### src/rtl/inst_dec_queue.sv
// RV32I/M decode stage: DEPTH-entry raw {inst, pc} queue feeding one registered decoded bundle.
// Optional RV32M decode is enabled by defining INST_DEC_RV32M_EN.
module inst_dec_queue #(
  parameter int DEPTH = 4,
  parameter int PC_W  = 32
) (
  input  logic                       i_clk,
  input  logic                       i_rst_n,
  input  logic                       i_flush,
  input  logic                       i_inst_valid,
  output logic                       o_inst_ready,
  input  logic [31:0]                i_inst_data,
  input  logic [PC_W-1:0]            i_inst_pc,
  output logic                       o_dec_valid,
  input  logic                       i_dec_ready,
  output logic [PC_W-1:0]            o_dec_pc,
  output logic [4:0]                 o_rd,
  output logic [4:0]                 o_rs1,
  output logic [4:0]                 o_rs2,
  output logic [31:0]                o_imm,
  output logic [2:0]                 o_funct3,
  output logic [2:0]                 o_op_mode,
  output logic [2:0]                 o_func_op,
  output logic                       o_alusrc,
  output logic                       o_mem_to_reg,
  output logic                       o_reg_write,
  output logic                       o_mem_read,
  output logic                       o_mem_write,
  output logic                       o_branch,
  output logic                       o_jump,
  output logic                       o_pc_rel,
  output logic                       o_unsigned,
  output logic                       o_ecall,
  output logic                       o_illegal,
  output logic [$clog2(DEPTH+1)-1:0] o_count
);
  localparam int PTR_W = $clog2(DEPTH);
  localparam int CNT_W = $clog2(DEPTH+1);

  localparam logic [6:0] OPC_LUI    = 7'b0110111;
  localparam logic [6:0] OPC_AUIPC  = 7'b0010111;
  localparam logic [6:0] OPC_JAL    = 7'b1101111;
  localparam logic [6:0] OPC_JALR   = 7'b1100111;
  localparam logic [6:0] OPC_BRANCH = 7'b1100011;
  localparam logic [6:0] OPC_LOAD   = 7'b0000011;
  localparam logic [6:0] OPC_STORE  = 7'b0100011;
  localparam logic [6:0] OPC_OPIMM  = 7'b0010011;
  localparam logic [6:0] OPC_OP     = 7'b0110011;
  localparam logic [6:0] OPC_SYSTEM = 7'b1110011;

  typedef struct packed {
    logic [4:0]  rd;
    logic [4:0]  rs1;
    logic [4:0]  rs2;
    logic [31:0] imm;
    logic [2:0]  funct3;
    logic [2:0]  op_mode;
    logic [2:0]  func_op;
    logic        alusrc;
    logic        mem_to_reg;
    logic        reg_write;
    logic        mem_read;
    logic        mem_write;
    logic        branch;
    logic        jump;
    logic        pc_rel;
    logic        is_unsigned;
    logic        ecall;
    logic        illegal;
  } dec_t;

  logic [31+PC_W:0]  mem_q [DEPTH];
  logic [PTR_W-1:0]  wr_ptr_q, wr_ptr_d, rd_ptr_q, rd_ptr_d;
  logic [CNT_W-1:0]  count_q, count_d;
  logic              dec_valid_q, dec_valid_d;
  logic [PC_W-1:0]   dec_pc_q, dec_pc_d;
  dec_t              dec_q, dec_d, dec_n;

  logic              push, pop, bypass, q_push, load_out, q_empty, ill;
  logic [31:0]       src_inst;
  logic [PC_W-1:0]   src_pc;
  logic [6:0]        opc, f7;
  logic [2:0]        f3;
  logic [31:0]       imm_i, imm_s, imm_b, imm_u, imm_j;

  assign q_empty      = (count_q == '0);
  assign o_inst_ready = (count_q < CNT_W'(DEPTH)) && !i_flush;
  assign push         = i_inst_valid && o_inst_ready;
  assign load_out     = !dec_valid_q || i_dec_ready;
  assign pop          = load_out && !q_empty;
  // Bypass only when nothing is queued ahead, so ordering is preserved.
  assign bypass       = load_out && q_empty && push;
  assign q_push       = push && !bypass;

  assign src_inst = q_empty ? i_inst_data : mem_q[rd_ptr_q][31+PC_W:PC_W];
  assign src_pc   = q_empty ? i_inst_pc   : mem_q[rd_ptr_q][PC_W-1:0];

  assign opc   = src_inst[6:0];
  assign f3    = src_inst[14:12];
  assign f7    = src_inst[31:25];
  assign imm_i = {{20{src_inst[31]}}, src_inst[31:20]};
  assign imm_s = {{20{src_inst[31]}}, src_inst[31:25], src_inst[11:7]};
  assign imm_b = {{19{src_inst[31]}}, src_inst[31], src_inst[7], src_inst[30:25], src_inst[11:8], 1'b0};
  assign imm_u = {src_inst[31:12], 12'b0};
  assign imm_j = {{11{src_inst[31]}}, src_inst[31], src_inst[19:12], src_inst[20], src_inst[30:21], 1'b0};

  always_comb begin
    dec_n        = '0;
    ill          = 1'b0;
    dec_n.funct3 = f3;
    case (opc)
      OPC_LUI: begin
        dec_n.rd = src_inst[11:7]; dec_n.imm = imm_u;
        dec_n.alusrc = 1'b1; dec_n.reg_write = 1'b1;
      end
      OPC_AUIPC: begin
        dec_n.rd = src_inst[11:7]; dec_n.imm = imm_u; dec_n.op_mode = 3'd4;
        dec_n.alusrc = 1'b1; dec_n.reg_write = 1'b1; dec_n.pc_rel = 1'b1;
      end
      OPC_JAL: begin
        dec_n.rd = src_inst[11:7]; dec_n.imm = imm_j; dec_n.op_mode = 3'd4;
        dec_n.alusrc = 1'b1; dec_n.reg_write = 1'b1; dec_n.jump = 1'b1;
        dec_n.pc_rel = 1'b1; dec_n.branch = 1'b1;
      end
      OPC_JALR: begin
        ill = (f3 != 3'b000);
        dec_n.rd = src_inst[11:7]; dec_n.rs1 = src_inst[19:15]; dec_n.imm = imm_i;
        dec_n.op_mode = 3'd4; dec_n.alusrc = 1'b1; dec_n.reg_write = 1'b1;
        dec_n.jump = 1'b1; dec_n.branch = 1'b1;
      end
      OPC_BRANCH: begin
        dec_n.rs1 = src_inst[19:15]; dec_n.rs2 = src_inst[24:20]; dec_n.imm = imm_b;
        dec_n.op_mode = 3'd3; dec_n.branch = 1'b1;
        case (f3)
          3'b000:  dec_n.func_op = 3'b101;
          3'b001:  dec_n.func_op = 3'b100;
          3'b100:  dec_n.func_op = 3'b000;
          3'b101:  dec_n.func_op = 3'b011;
          3'b110:  begin dec_n.func_op = 3'b000; dec_n.is_unsigned = 1'b1; end
          3'b111:  begin dec_n.func_op = 3'b011; dec_n.is_unsigned = 1'b1; end
          default: ill = 1'b1;
        endcase
      end
      OPC_LOAD: begin
        ill = (f3 == 3'b011) || (f3 == 3'b110) || (f3 == 3'b111);
        dec_n.rd = src_inst[11:7]; dec_n.rs1 = src_inst[19:15]; dec_n.imm = imm_i;
        dec_n.op_mode = 3'd4; dec_n.alusrc = 1'b1; dec_n.mem_to_reg = 1'b1;
        dec_n.reg_write = 1'b1; dec_n.mem_read = 1'b1;
      end
      OPC_STORE: begin
        ill = (f3[2] || f3 == 3'b011);
        dec_n.rs1 = src_inst[19:15]; dec_n.rs2 = src_inst[24:20]; dec_n.imm = imm_s;
        dec_n.op_mode = 3'd4; dec_n.alusrc = 1'b1; dec_n.mem_write = 1'b1;
      end
      OPC_OPIMM: begin
        dec_n.rd = src_inst[11:7]; dec_n.rs1 = src_inst[19:15]; dec_n.imm = imm_i;
        dec_n.alusrc = 1'b1; dec_n.reg_write = 1'b1;
        case (f3)
          3'b000: dec_n.op_mode = 3'd4;
          3'b010: dec_n.op_mode = 3'd3;
          3'b011: begin dec_n.op_mode = 3'd3; dec_n.is_unsigned = 1'b1; end
          3'b100: begin dec_n.op_mode = 3'd1; dec_n.func_op = 3'b010; end
          3'b110: begin dec_n.op_mode = 3'd1; dec_n.func_op = 3'b001; end
          3'b111: begin dec_n.op_mode = 3'd1; dec_n.func_op = 3'b000; end
          3'b001: begin
            ill = (f7 != 7'b0000000);
            dec_n.op_mode = 3'd2; dec_n.imm = {27'b0, src_inst[24:20]};
          end
          default: begin
            ill = (f7 != 7'b0000000) && (f7 != 7'b0100000);
            dec_n.op_mode = 3'd2; dec_n.imm = {27'b0, src_inst[24:20]};
            dec_n.func_op = f7[5] ? 3'b011 : 3'b010;
          end
        endcase
      end
      OPC_OP: begin
        dec_n.rd = src_inst[11:7]; dec_n.rs1 = src_inst[19:15]; dec_n.rs2 = src_inst[24:20];
        dec_n.reg_write = 1'b1;
        if (f7 == 7'b0000000) begin
          case (f3)
            3'b000: dec_n.op_mode = 3'd4;
            3'b001: dec_n.op_mode = 3'd2;
            3'b010: dec_n.op_mode = 3'd3;
            3'b011: begin dec_n.op_mode = 3'd3; dec_n.is_unsigned = 1'b1; end
            3'b100: begin dec_n.op_mode = 3'd1; dec_n.func_op = 3'b010; end
            3'b101: begin dec_n.op_mode = 3'd2; dec_n.func_op = 3'b010; end
            3'b110: begin dec_n.op_mode = 3'd1; dec_n.func_op = 3'b001; end
            default: begin dec_n.op_mode = 3'd1; dec_n.func_op = 3'b000; end
          endcase
        end else if (f7 == 7'b0100000) begin
          case (f3)
            3'b000:  begin dec_n.op_mode = 3'd4; dec_n.func_op = 3'b001; end
            3'b101:  begin dec_n.op_mode = 3'd2; dec_n.func_op = 3'b011; end
            default: ill = 1'b1;
          endcase
`ifdef INST_DEC_RV32M_EN
        end else if (f7 == 7'b0000001) begin
          // f3[2] selects divide family, f3[1] rem vs div; mul uses f3 as-is.
          if (!f3[2]) begin
            dec_n.op_mode     = 3'd5;
            dec_n.func_op     = f3;
            dec_n.is_unsigned = (f3 == 3'b011);
          end else begin
            dec_n.op_mode     = f3[1] ? 3'd7 : 3'd6;
            dec_n.func_op     = {2'b00, f3[0]};
            dec_n.is_unsigned = f3[0];
          end
`endif
        end else begin
          ill = 1'b1;
        end
      end
      OPC_SYSTEM: dec_n.ecall = 1'b1;
      default:    ill = 1'b1;
    endcase
    if (ill) begin
      dec_n         = '0;
      dec_n.funct3  = f3;
      dec_n.illegal = 1'b1;
    end
  end

  always_comb begin
    wr_ptr_d    = wr_ptr_q;
    rd_ptr_d    = rd_ptr_q;
    count_d     = count_q + CNT_W'(q_push) - CNT_W'(pop);
    dec_valid_d = dec_valid_q;
    dec_pc_d    = dec_pc_q;
    dec_d       = dec_q;
    if (q_push) wr_ptr_d = wr_ptr_q + PTR_W'(1);
    if (pop)    rd_ptr_d = rd_ptr_q + PTR_W'(1);
    if (load_out) begin
      dec_valid_d = pop || bypass;
      if (pop || bypass) begin
        dec_d    = dec_n;
        dec_pc_d = src_pc;
      end
    end
    if (i_flush) begin
      wr_ptr_d    = '0;
      rd_ptr_d    = '0;
      count_d     = '0;
      dec_valid_d = 1'b0;
    end
  end

  always_ff @(posedge i_clk) begin
    if (!i_rst_n) begin
      wr_ptr_q    <= '0;
      rd_ptr_q    <= '0;
      count_q     <= '0;
      dec_valid_q <= 1'b0;
      dec_pc_q    <= '0;
      dec_q       <= '0;
    end else begin
      wr_ptr_q    <= wr_ptr_d;
      rd_ptr_q    <= rd_ptr_d;
      count_q     <= count_d;
      dec_valid_q <= dec_valid_d;
      dec_pc_q    <= dec_pc_d;
      dec_q       <= dec_d;
    end
  end

  // Queue storage carries no reset; occupancy is tracked by the pointers.
  always_ff @(posedge i_clk) begin
    if (q_push) mem_q[wr_ptr_q] <= {i_inst_data, i_inst_pc};
  end

  assign o_count      = count_q;
  assign o_dec_valid  = dec_valid_q;
  assign o_dec_pc     = dec_pc_q;
  assign o_rd         = dec_q.rd;
  assign o_rs1        = dec_q.rs1;
  assign o_rs2        = dec_q.rs2;
  assign o_imm        = dec_q.imm;
  assign o_funct3     = dec_q.funct3;
  assign o_op_mode    = dec_q.op_mode;
  assign o_func_op    = dec_q.func_op;
  assign o_alusrc     = dec_q.alusrc;
  assign o_mem_to_reg = dec_q.mem_to_reg;
  assign o_reg_write  = dec_q.reg_write;
  assign o_mem_read   = dec_q.mem_read;
  assign o_mem_write  = dec_q.mem_write;
  assign o_branch     = dec_q.branch;
  assign o_jump       = dec_q.jump;
  assign o_pc_rel     = dec_q.pc_rel;
  assign o_unsigned   = dec_q.is_unsigned;
  assign o_ecall      = dec_q.ecall;
  assign o_illegal    = dec_q.illegal;
endmodule

### config.mk
export PLATFORM = sky130hd
export DESIGN_NAME = inst_dec_queue
export DESIGN_NICKNAME = d
export VERILOG_FILES = /design/src/rtl/inst_dec_queue.sv
export SDC_FILE = /design/constraint.sdc
export NUM_CORES = 1
export LEC_CHECK = 0
export CORE_MARGIN = 2
export CORE_UTILIZATION = 45
export DETAILED_ROUTE_END_ITERATION = 7
export GPL_ROUTABILITY_DRIVEN = 1
export PLACE_DENSITY = 0.69
export SLEW_MARGIN = 20
export SYNTH_ARGS = -nofsm -noshare
export SYNTH_HDL_FRONTEND = slang
export SYNTH_SLANG_ARGS = --single-unit
### constraint.sdc
create_clock -name i_clk -period 4.35 [get_ports i_clk]
set_clock_uncertainty 0.2 [all_clocks]
set_input_delay 0.87 -clock i_clk [delete_from_list [all_inputs] [get_ports i_clk]]
set_output_delay 0.87 -clock i_clk [all_outputs]
set_load 0.01 [all_outputs]
==> qor.txt, run 1 <==
Run status = complete, no violations
Vias per cell = 5.61
1st-iter DRT viols = 842
I/O pin total = 173
Max reg flops = 256
Hold_buf cts = 0
Synthesized area = 0.0148 mm^2
P_int = 0.00702 W
CTS tree = done
Share of cells above drive strength 1 = 14.7%
Commonest cells after routing, fill and taps aside = edfxtp_1 (256), nand2_1 (207), clkdlybuf4s50_1 (172)
Syn_nets = 1150
WS Path Type = flip-flop to flip-flop
Avg Cell Area, Syn = 13.8 um^2
Worst Tran Pin Value = 0.913 ns
Cell depth of the worst setup path = 8
GRT overflow = 0
Clock root buffer master = clkbuf_16
Clock share of power = 29.2%
Netlist cell types = 60
Floorplan die height = 185 um
Final worst path period need = 3.64 ns
Fin nets = 1336
Clock Sinks = 364
Worst slack, placed = 0.561 ns
Port bufs = 172
Largest net degree at the start of global routing = 61
HP Class = flip-flop to flip-flop
Total Routed Length = 35700 um
Period utilisation layout = 83.6%
RSZ-0062 raised after global routing = no
Synth warn = 0
NetSw = 0.00353 W
FF-to-FF path depth = 8
Setup ws final = 0.712 ns
CP arrival = 3.88 ns
Max transition margin = 37.4%
Worst path cell trace = buf_4 > mux4_2 > nor4_1 > a21oi_1 > nand3_1 > o211ai_1 > or4_1 > o31ai_1
Hold Vio Cnt, Final = 0
Post-Synthesis Cells = 1074
CP bufs+invs = 1
Clk_lat worst skew = 0.52 ns
Most common cell after layout, fill and taps aside = edfxtp_1
Largest reg by FF count = mem_q
Final hold slack = 0.247 ns
Crit. End Element = flip-flop
Crit path max fanout = 20
Die area = 0.0344 mm^2
Via count = 9720
Number of synthesized flops with an enable pin = 256
Drt pass-1 iters = 5
Grt met2 use = 34.8%
Final HPWL from detailed placement = 23700 um
Setup TNS = 0 ns
Fill cell count = 2615
Area grow syn2layout = 23.9%
Peak supply drop = 0.370 mV
Num rows = 66
Initial core utilization = 45.6%
Vias in the first global route = 9544
Synthesized flop and latch total = 364
RePlAce Congestion = 0.888
Register area share after synthesis = 66.5%
GRT Total Usage = 21.2%
Slowest-stage cell, CP = or4_1
Leak = 6.01 nW
Core area = 0.0325 mm^2
PD cells = 575 mW/mm^2
Seq pwr share = 39.1%
Global-route wire length before repair = 55200 um
Met3 usage = 4.23%
Async S/R FF share, synth = 0%
Crit start category = flip-flop
Crit-path leading delay family = simple AND/OR/NAND/NOR gates
Final Util = 56.5%
Width of the die = 185 um
Remaining DRCs = 0
Post-CTS setup buffers = 0
Sw frac = 33.4%
Commonest register cell after synthesis = edfxtp_1
Max-capacitance violation count = 0
Logic pwr share = 31.6%
H-tree lvl count = 2
Num CTS Buffers = 38
Antenna-violating nets left = 0
Final Max Slew Viols = 0
CTS clock-pin slew for the worst setup and hold paths = 0.06 ns
Largest stage delay on the critical path = 0.61 ns
Req. time, crit path = 4.59 ns
# setup viols final = 0
Routed WL per cell = 20.6 um
Max Root-Sink Buffers = 3
Cts repair resizes = 0
Max Clk Rate = 275 MHz
GRT met1 Usage = 29.4%
Busiest grt layer = met2
Min-Delay Path Depth = 2
Antenna violations before repair = 2
cells in the mapped netlist, types with 5 or more instances:
library cell | n | share of area [%]
nor2b_1 | 5 | 0.21
clkbuf_1 | 38 | 0.96
a31oi_1 | 5 | 0.21
mux2i_1 | 8 | 0.54
nand2_1 | 207 | 5.2
o31ai_1 | 7 | 0.35
nand2b_1 | 10 | 0.42
nand4_1 | 7 | 0.30
dfxtp_1 | 108 | 15
and2_1 | 8 | 0.34
o21ai_0 | 40 | 1.4
mux4_2 | 68 | 10
edfxtp_1 | 256 | 52
or2_2 | 5 | 0.21
a21oi_1 | 39 | 1.3
nor3_1 | 12 | 0.41
buf_2 | 12 | 0.41
nand3_1 | 16 | 0.54
buf_1 | 5 | 0.13
a22oi_1 | 9 | 0.46
nor2_1 | 74 | 1.9
a32o_1 | 8 | 0.54
a311oi_1 | 33 | 2.0
ha_1 | 6 | 0.51
inv_1 | 13 | 0.33
per-layer routing:
| layer | vias to the layer above | part of all wire [%] |
|---|---|---|
| li1 | 4458 | - |
| met1 | 4853 | 44 |
| met2 | 352 | 48 |
| met3 | 53 | 6.7 |
| met4 | 4 | 1.7 |
| met5 | - | 0.070 |
worst reg2reg max path: stages, from the launching register on:
cell and delay [ns]:
dfxtp_4 0.52, buf_4 0.44, mux4_2 0.62, nor4_1 0.32
a21oi_1 0.23, nand3_1 0.14, o211ai_1 0.21, or4_1 0.61
o31ai_1 0.26
layout make-up:
class                   count  area (um^2)  area share [%]
clock inverters            14         97.6           0.532
diodes                      1         2.50          0.0136
flip-flops and latches    364         9860            53.7
clock buffers              55         1100            5.98
inverters                  13         48.8           0.266
multi-input cells         632         4640            25.3
repair buffers            211         2050            11.2
well taps                 442          553            3.01
cells by family (layout without fill, tap and decap cells):
group           Yosys count  count (layout)  share of synthesized area, %
flops                   364             364                          66.5
xor+xnor                  5               5                         0.296
simple gates            359             359                          10.4
mux                      80              80                          11.3
buf+inv                  78             293                          2.41
fa+ha+maj                 7               7                         0.642
compound gates          181             181                          8.40
other cells               0               1                             0
path summary, 6_finish.rpt:
path                                      to  startpoint  slack, ns
worst max-delay path            o_func_op[1]   flip-flop       0.71
worst max register to register  o_func_op[1]   flip-flop       0.71
worst min register to register     o_imm[23]   o_imm[23]       0.25
worst min-delay path               o_imm[23]   o_imm[23]       0.25
power groups by stage:
stage / clock network [W] / registers [W] / logic (W)
after floorplan: 0 / 0.00421 / 0.00213
after global placement: 0 / 0.00419 / 0.00332
after detailed placement: 0 / 0.00420 / 0.00335
after CTS: 0.00315 / 0.00413 / 0.00336
after global routing: 0.00330 / 0.00416 / 0.00364
final: 0.00308 / 0.00413 / 0.00334
stage by stage:
stage	instance area [um^2]	total power (W)	cells
floorplan	14800	0.00634	1074
global placement	17100	0.00751	1662
detailed placement	17100	0.00755	1662
CTS	18300	0.0106	1731
global route	18300	0.0111	1731
finish	18300	0.0105	1732
(Power assumes the default switching activity.)
==> inputs of run 2 (changes only) <==
clock period = 3.4 ns   (was 4.35 ns; I/O delays follow)
==> qor.txt, run 2 (synthesis gave the netlist of run 1 again) <==
Via count = 9599 (-1.2%)
Max-capacitance violation count = 0 (unchanged)
Hold Vio Cnt, Final = 0 (unchanged)
I/O pin total = 173 (unchanged)
Remaining DRCs = 0 (unchanged)
Total Routed Length = 35700 um (-0.14%)
Core area = 0.0325 mm^2 (unchanged)
Antenna violations before repair = 3 (+1)
CTS tree = done
Largest reg by FF count = mem_q
Num rows = 66 (unchanged)
Worst Tran Pin Value = 1.03 ns (+0.118 ns)
Drt pass-1 iters = 5 (unchanged)
Req. time, crit path = 3.65 ns (-0.94 ns)
GRT Total Usage = 20.9% (-0.29 points)
Run status = complete, no violations
RR Endpoint = o_rs1[0]
PD cells = 751 mW/mm^2 (+31%)
Sw frac = 32.5% (-0.94 points)
Antenna-violating nets left = 0 (unchanged)
Hold_buf cts = 0 (unchanged)
Seq pwr share = 37.5% (-1.6 points)
Final HPWL from detailed placement = 23600 um (-0.44%)
Commonest cells after routing, fill and taps aside = edfxtp_1 (256), nand2_1 (207), clkdlybuf4s50_1 (172)
Floorplan die height = 185 um (unchanged)
Vias per cell = 5.47 (-2.5%)
CP arrival = 3.46 ns (-0.42 ns)
Logic pwr share = 31.4% (-0.2 points)
Die area = 0.0344 mm^2 (unchanged)
Initial core utilization = 45.6% (unchanged)
Max transition margin = 31.2% (-6.3 points)
Clock share of power = 31.1% (+1.9 points)
HP Class = flip-flop to flip-flop
Setup ws final = 0.188 ns (-0.524 ns)
CTS clock-pin slew for the worst setup and hold paths = 0.06 ns (about the same)
Routed WL per cell = 20.3 um (-1.4%)
Most common cell after layout, fill and taps aside = edfxtp_1
RSZ-0062 raised after global routing = no
Vias in the first global route = 9587 (+0.45%)
Largest net degree at the start of global routing = 56 (-8.2%)
Global-route wire length before repair = 54800 um (-0.79%)
Final worst path period need = 3.21 ns (-0.426 ns)
Max reg flops = 256 (unchanged)
Share of cells above drive strength 1 = 16.5% (+1.8 points)
RePlAce Congestion = 0.900 (+1.3%)
P_int = 0.00951 W (+35%)
Fin nets = 1357 (+1.6%)
Num CTS Buffers = 39 (+2.6%)
Leak = 6.21 nW (+3.3%)
Peak supply drop = 0.545 mV (+47%)
Crit. End Element = flip-flop
NetSw = 0.00458 W (+30%)
Clock Sinks = 364 (unchanged)
Clock root buffer master = clkbuf_16
Crit start category = flip-flop
Max Root-Sink Buffers = 3 (unchanged)
H-tree lvl count = 2 (unchanged)
Period utilisation layout = 94.5% (+11 points)
1st-iter DRT viols = 685 (-19%)
Width of the die = 185 um (unchanged)
Final Max Slew Viols = 0 (unchanged)
# setup viols final = 0 (unchanged)
Setup crit end = o_rs1[0]
Total power draw = 0.0141 W (+34%)
Area grow syn2layout = 26.8%
Worst slack, placed = -0.129 ns (-0.690 ns)
Port bufs = 172 (unchanged)
Clk_lat worst skew = 0.53 ns (about the same)
Max Clk Rate = 311 MHz (+13%)
GRT overflow = 0 (unchanged)
Crit path max fanout = 21 (+5.0%)
R2r setup slk = 0.19 ns (-0.52 ns)
FF-to-FF path depth = 10 (+2)
WS Path Type = flip-flop to flip-flop
run 2: cell types whose count changed in the layout (fill, tap and decap cells not counted), sizes merged:
cell and change:
clkinvlp +1, clkinv +3, clkbuf -5, buf +20, inv -2, bufinv +6
run 2: timing repair:
| item | CTS | global route |
|---|---|---|
| gates resized for setup | 0 | 2 |
| endpoints found under the setup margin | 0 | 42 |
| setup buffers | 0 | 1 |
run 2: how the worst min path moves through the flow:
| stage | start | endpoint | slack [ns] | depth (start not counted) |
|---|---|---|---|---|
| global placement | o_imm[5] | o_imm[5] | 0.24 | 2 |
| CTS | o_imm[23] | o_imm[23] | 0.25 | 2 |
| finish | o_imm[23] | o_imm[23] | 0.25 | 2 |
| global route | o_imm[23] | o_imm[23] | 0.27 | 2 |
| floorplan | o_imm[21] | o_imm[21] | 0.27 | 2 |
| detailed placement | o_imm[23] | o_imm[23] | 0.24 | 2 |
run 2: area by class of cell:
| class | count | area (um^2) |
|---|---|---|
| inverter | 13 | 48.8 |
| tap | 442 | 553 |
| clock inverter | 22 | 280 |
| clock buffer | 50 | 1070 |
| timing repair buffer | 231 | 2310 |
| antenna | 1 | 2.50 |
| multi-input combinational | 632 | 4640 |
| fill | 2576 | 13700 |
| sequential | 364 | 9860 |
run 2: metal layers:
layer,part of all wire [%],track usage [%]
met1,42,27.4
met2,49,35.3
met3,6.9,4.44
met4,2.0,5.68
met5,0.11,0
run 2: stage by stage:
stage               setup TNS (ns)  hold slack (ns)  instance area (um^2)  std cells  util (%)
global route                     0            0.269                 18800       1754      57.8
finish                           0            0.247                 18800       1755      57.8
floorplan                        0            0.271                 14800       1074         -
detailed placement           -1.43            0.242                 17400       1681      53.6
global placement             -1.06            0.237                 17400       1681      53.6
CTS                              0            0.250                 18700       1753      57.7
run 2: critical path: stages (launching register included):
cell,delay (ns)
dfxtp_4,0.52
buf_4,0.38
mux4_2,0.37
nor3_1,0.28
a21oi_1,0.18
buf_4,0.17
nand3_1,0.07
o211ai_1,0.11
buf_4,0.17
o41a_1,0.49
a21oi_1,0.18
run 2: power groups by stage:
stage               Combinational, W  Sequential (W)  Clock, W
floorplan                    0.00273         0.00538         0
global placement             0.00430         0.00538         0
detailed placement           0.00437         0.00539         0
CTS                          0.00440         0.00530   0.00447
global route                 0.00481         0.00531   0.00465
finish                       0.00442         0.00528   0.00439
==> inputs of run 3 (changes only) <==
CTS_BUF_LIST = sky130_fd_sc_hd__clkbuf_8   (was not set)
==> qor.txt, run 3 (synthesis gave the netlist of run 1 again) <==
Fin nets = 1374 (+1.3%)
Drt pass-1 iters = 6 (+1)
CTS clock-pin slew for the worst setup and hold paths = 0.06 ns (about the same)
Run status = complete, no violations
Clock share of power = 27.5% (-3.6 points)
RSZ-0062 raised after global routing = no
Largest net degree at the start of global routing = 56 (unchanged)
Global-route wire length before repair = 54500 um (-0.59%)
Final non-filler cell total = 1787 (+1.8%)
# setup viols final = 0 (unchanged)
DP Cell Count = 1681 (unchanged)
Max Root-Sink Buffers = 3 (unchanged)
Hold Vio Cnt, Final = 0 (unchanged)
Port bufs = 172 (unchanged)
Largest reg by FF count = mem_q
Period utilisation layout = 93.2% (-1.3 points)
Max-capacitance violation count = 0 (unchanged)
Vias per cell = 5.43 (-0.81%)
Commonest cells after routing, fill and taps aside = edfxtp_1 (256), nand2_1 (207), clkdlybuf4s50_1 (172)
WS Path Type = flip-flop to flip-flop
Sw frac = 33.9% (+1.4 points)
1st-iter DRT viols = 708 (+3.4%)
GRT Total Usage = 20.8% (-0.12 points)
Fill cell count = 2625 (+1.9%)
Slowest-stage cell, CP = dfxtp_4
Antenna violations before repair = 3 (unchanged)
Initial core utilization = 45.6% (unchanged)
Min-Delay Path Depth = 2 (unchanged)
Seq pwr share = 39.5% (+2.0 points)
Num rows = 66 (unchanged)
Final worst path period need = 3.17 ns (-0.0443 ns)
H-tree lvl count = 2 (unchanged)
Crit. End Element = flip-flop
Clock root buffer master = clkbuf_8
Cell depth of the worst setup path = 10 (unchanged)
Max reg flops = 256 (unchanged)
PD cells = 720 mW/mm^2 (-4.2%)
Req. time, crit path = 3.72 ns (+0.07 ns)
Peak supply drop = 0.393 mV (-28%)
Crit start category = flip-flop
Via count = 9695 (+1.0%)
Width of the die = 185 um (unchanged)
RePlAce Congestion = 0.900 (unchanged)
Area grow syn2layout = 25.4%
Most common cell after layout, fill and taps aside = edfxtp_1
Crit-path most repeated cell = buf_4
I/O pin total = 173 (unchanged)
HP Class = flip-flop to flip-flop
Largest stage delay on the critical path = 0.52 ns (about the same)
CP arrival = 3.49 ns (+0.03 ns)
Logic pwr share = 33.0% (+1.6 points)
RR Endpoint = o_rs1[0]
Final HPWL from detailed placement = 23600 um (unchanged)
Num CTS Buffers = 56 (+44%)
Clock Sinks = 364 (unchanged)
CTS tree = done
Worst path cell trace = buf_4 > mux4_2 > nor3_1 > a21oi_1 > buf_4 > nand3_1 > o211ai_1 > buf_4 > o41a_1 > a21oi_1
FF-to-FF path depth = 10 (unchanged)
Leak = 6.20 nW (-0.14%)
Vias in the first global route = 9700 (+1.2%)
Antenna-violating nets left = 0 (unchanged)
Core area = 0.0325 mm^2 (unchanged)
Hold EP = o_imm[23]
Remaining DRCs = 0 (unchanged)
Total power draw = 0.0134 W (-5.2%)
Worst Tran Pin Value = 1.00 ns (-0.0280 ns)
Final Max Slew Viols = 0 (unchanged)
R2r setup slk = 0.23 ns (+0.04 ns)
Die area = 0.0344 mm^2 (unchanged)
P_int = 0.00882 W (-7.2%)
Share of cells above drive strength 1 = 17.2% (+0.65 points)
Multi-input gate area = 0.00464 mm^2 (unchanged)
FF/Latch Area = 0.00986 mm^2 (unchanged)
Total Routed Length = 35500 um (-0.56%)
Crit path max fanout = 21 (unchanged)
Max transition margin = 33.0% (+1.9 points)
NetSw = 0.00453 W (-0.95%)
Crit-path leading delay family = compound AO/OA/AOI/OAI gates
HP Start = o_imm[23]
Floorplan die height = 185 um (unchanged)
Max Clk Rate = 316 MHz (+1.4%)
CP bufs+invs = 3 (unchanged)
Clk_lat worst skew = 0.60 ns (+0.07 ns)
Routed WL per cell = 19.9 um (-2.3%)
GRT overflow = 0 (unchanged)
==> run 3: cell type report <==
type                            count  area share, %
Sequential cell                   364           53.1
Multi-Input combinational cell    632           25.0
Timing Repair Buffer              231           12.4
Clock buffer                       63           4.67
Tap cell                          442           2.98
Clock inverter                     41           1.52
Inverter                           13          0.263
Antenna cell                        1         0.0135
==> run 3: worst max-delay path by stage <==
stage / to / slack, ns
floorplan: o_count[2] / 0.04
global placement: o_rs1[3] / -0.10
detailed placement: o_rs1[0] / -0.13
CTS: o_rd[3] / 0.13
global route: o_rs1[1] / 0.05
finish: o_rs1[0] / 0.23
==> run 3: tightest hold or removal path, stage by stage (launching register included) <==
cell	delay (ns)
dfxtp_1	0.31
nand2_1	0.05
o21ai_1	0.05
==> run 3: stage by stage <==
stage          area, um^2  setup WS (ns)  TNS [ns]  util (%)  hold slack, ns
2_1_floorplan       14800         0.0426         0         -           0.271
3_3_place_gp        17400         -0.102     -1.06      53.6           0.237
3_5_place_dp        17400         -0.129     -1.43      53.6           0.242
4_1_cts             18500          0.129         0      57.1           0.251
5_1_grt             18600         0.0450         0      57.2           0.269
6_report            18600          0.233         0      57.2           0.248
==> run 3: power by group through the flow <==
stage,logic (W),clock network [W],registers (W)
floorplan,0.00273,0,0.00538
global placement,0.00430,0,0.00538
detailed placement,0.00437,0,0.00539
CTS,0.00439,0.00375,0.00530
global route,0.00480,0.00393,0.00531
finish,0.00441,0.00367,0.00528
==> run 3: what timing repair did <==
item	CTS	global route
gates resized for setup	0	2
hold buffers	0	0
setup endpoints to repair	0	33
setup buffers	0	1
==> run 3: per-layer routing <==
| layer | vias to the layer above | track usage, % | part of all wire, % |
|---|---|---|---|
| li1 | 4525 | - | - |
| met5 | - | 0 | 0.11 |
| met3 | 67 | 4.95 | 8.1 |
| met2 | 386 | 34.7 | 48 |
| met1 | 4711 | 26.9 | 41 |
| met4 | 6 | 6.29 | 2.1 |
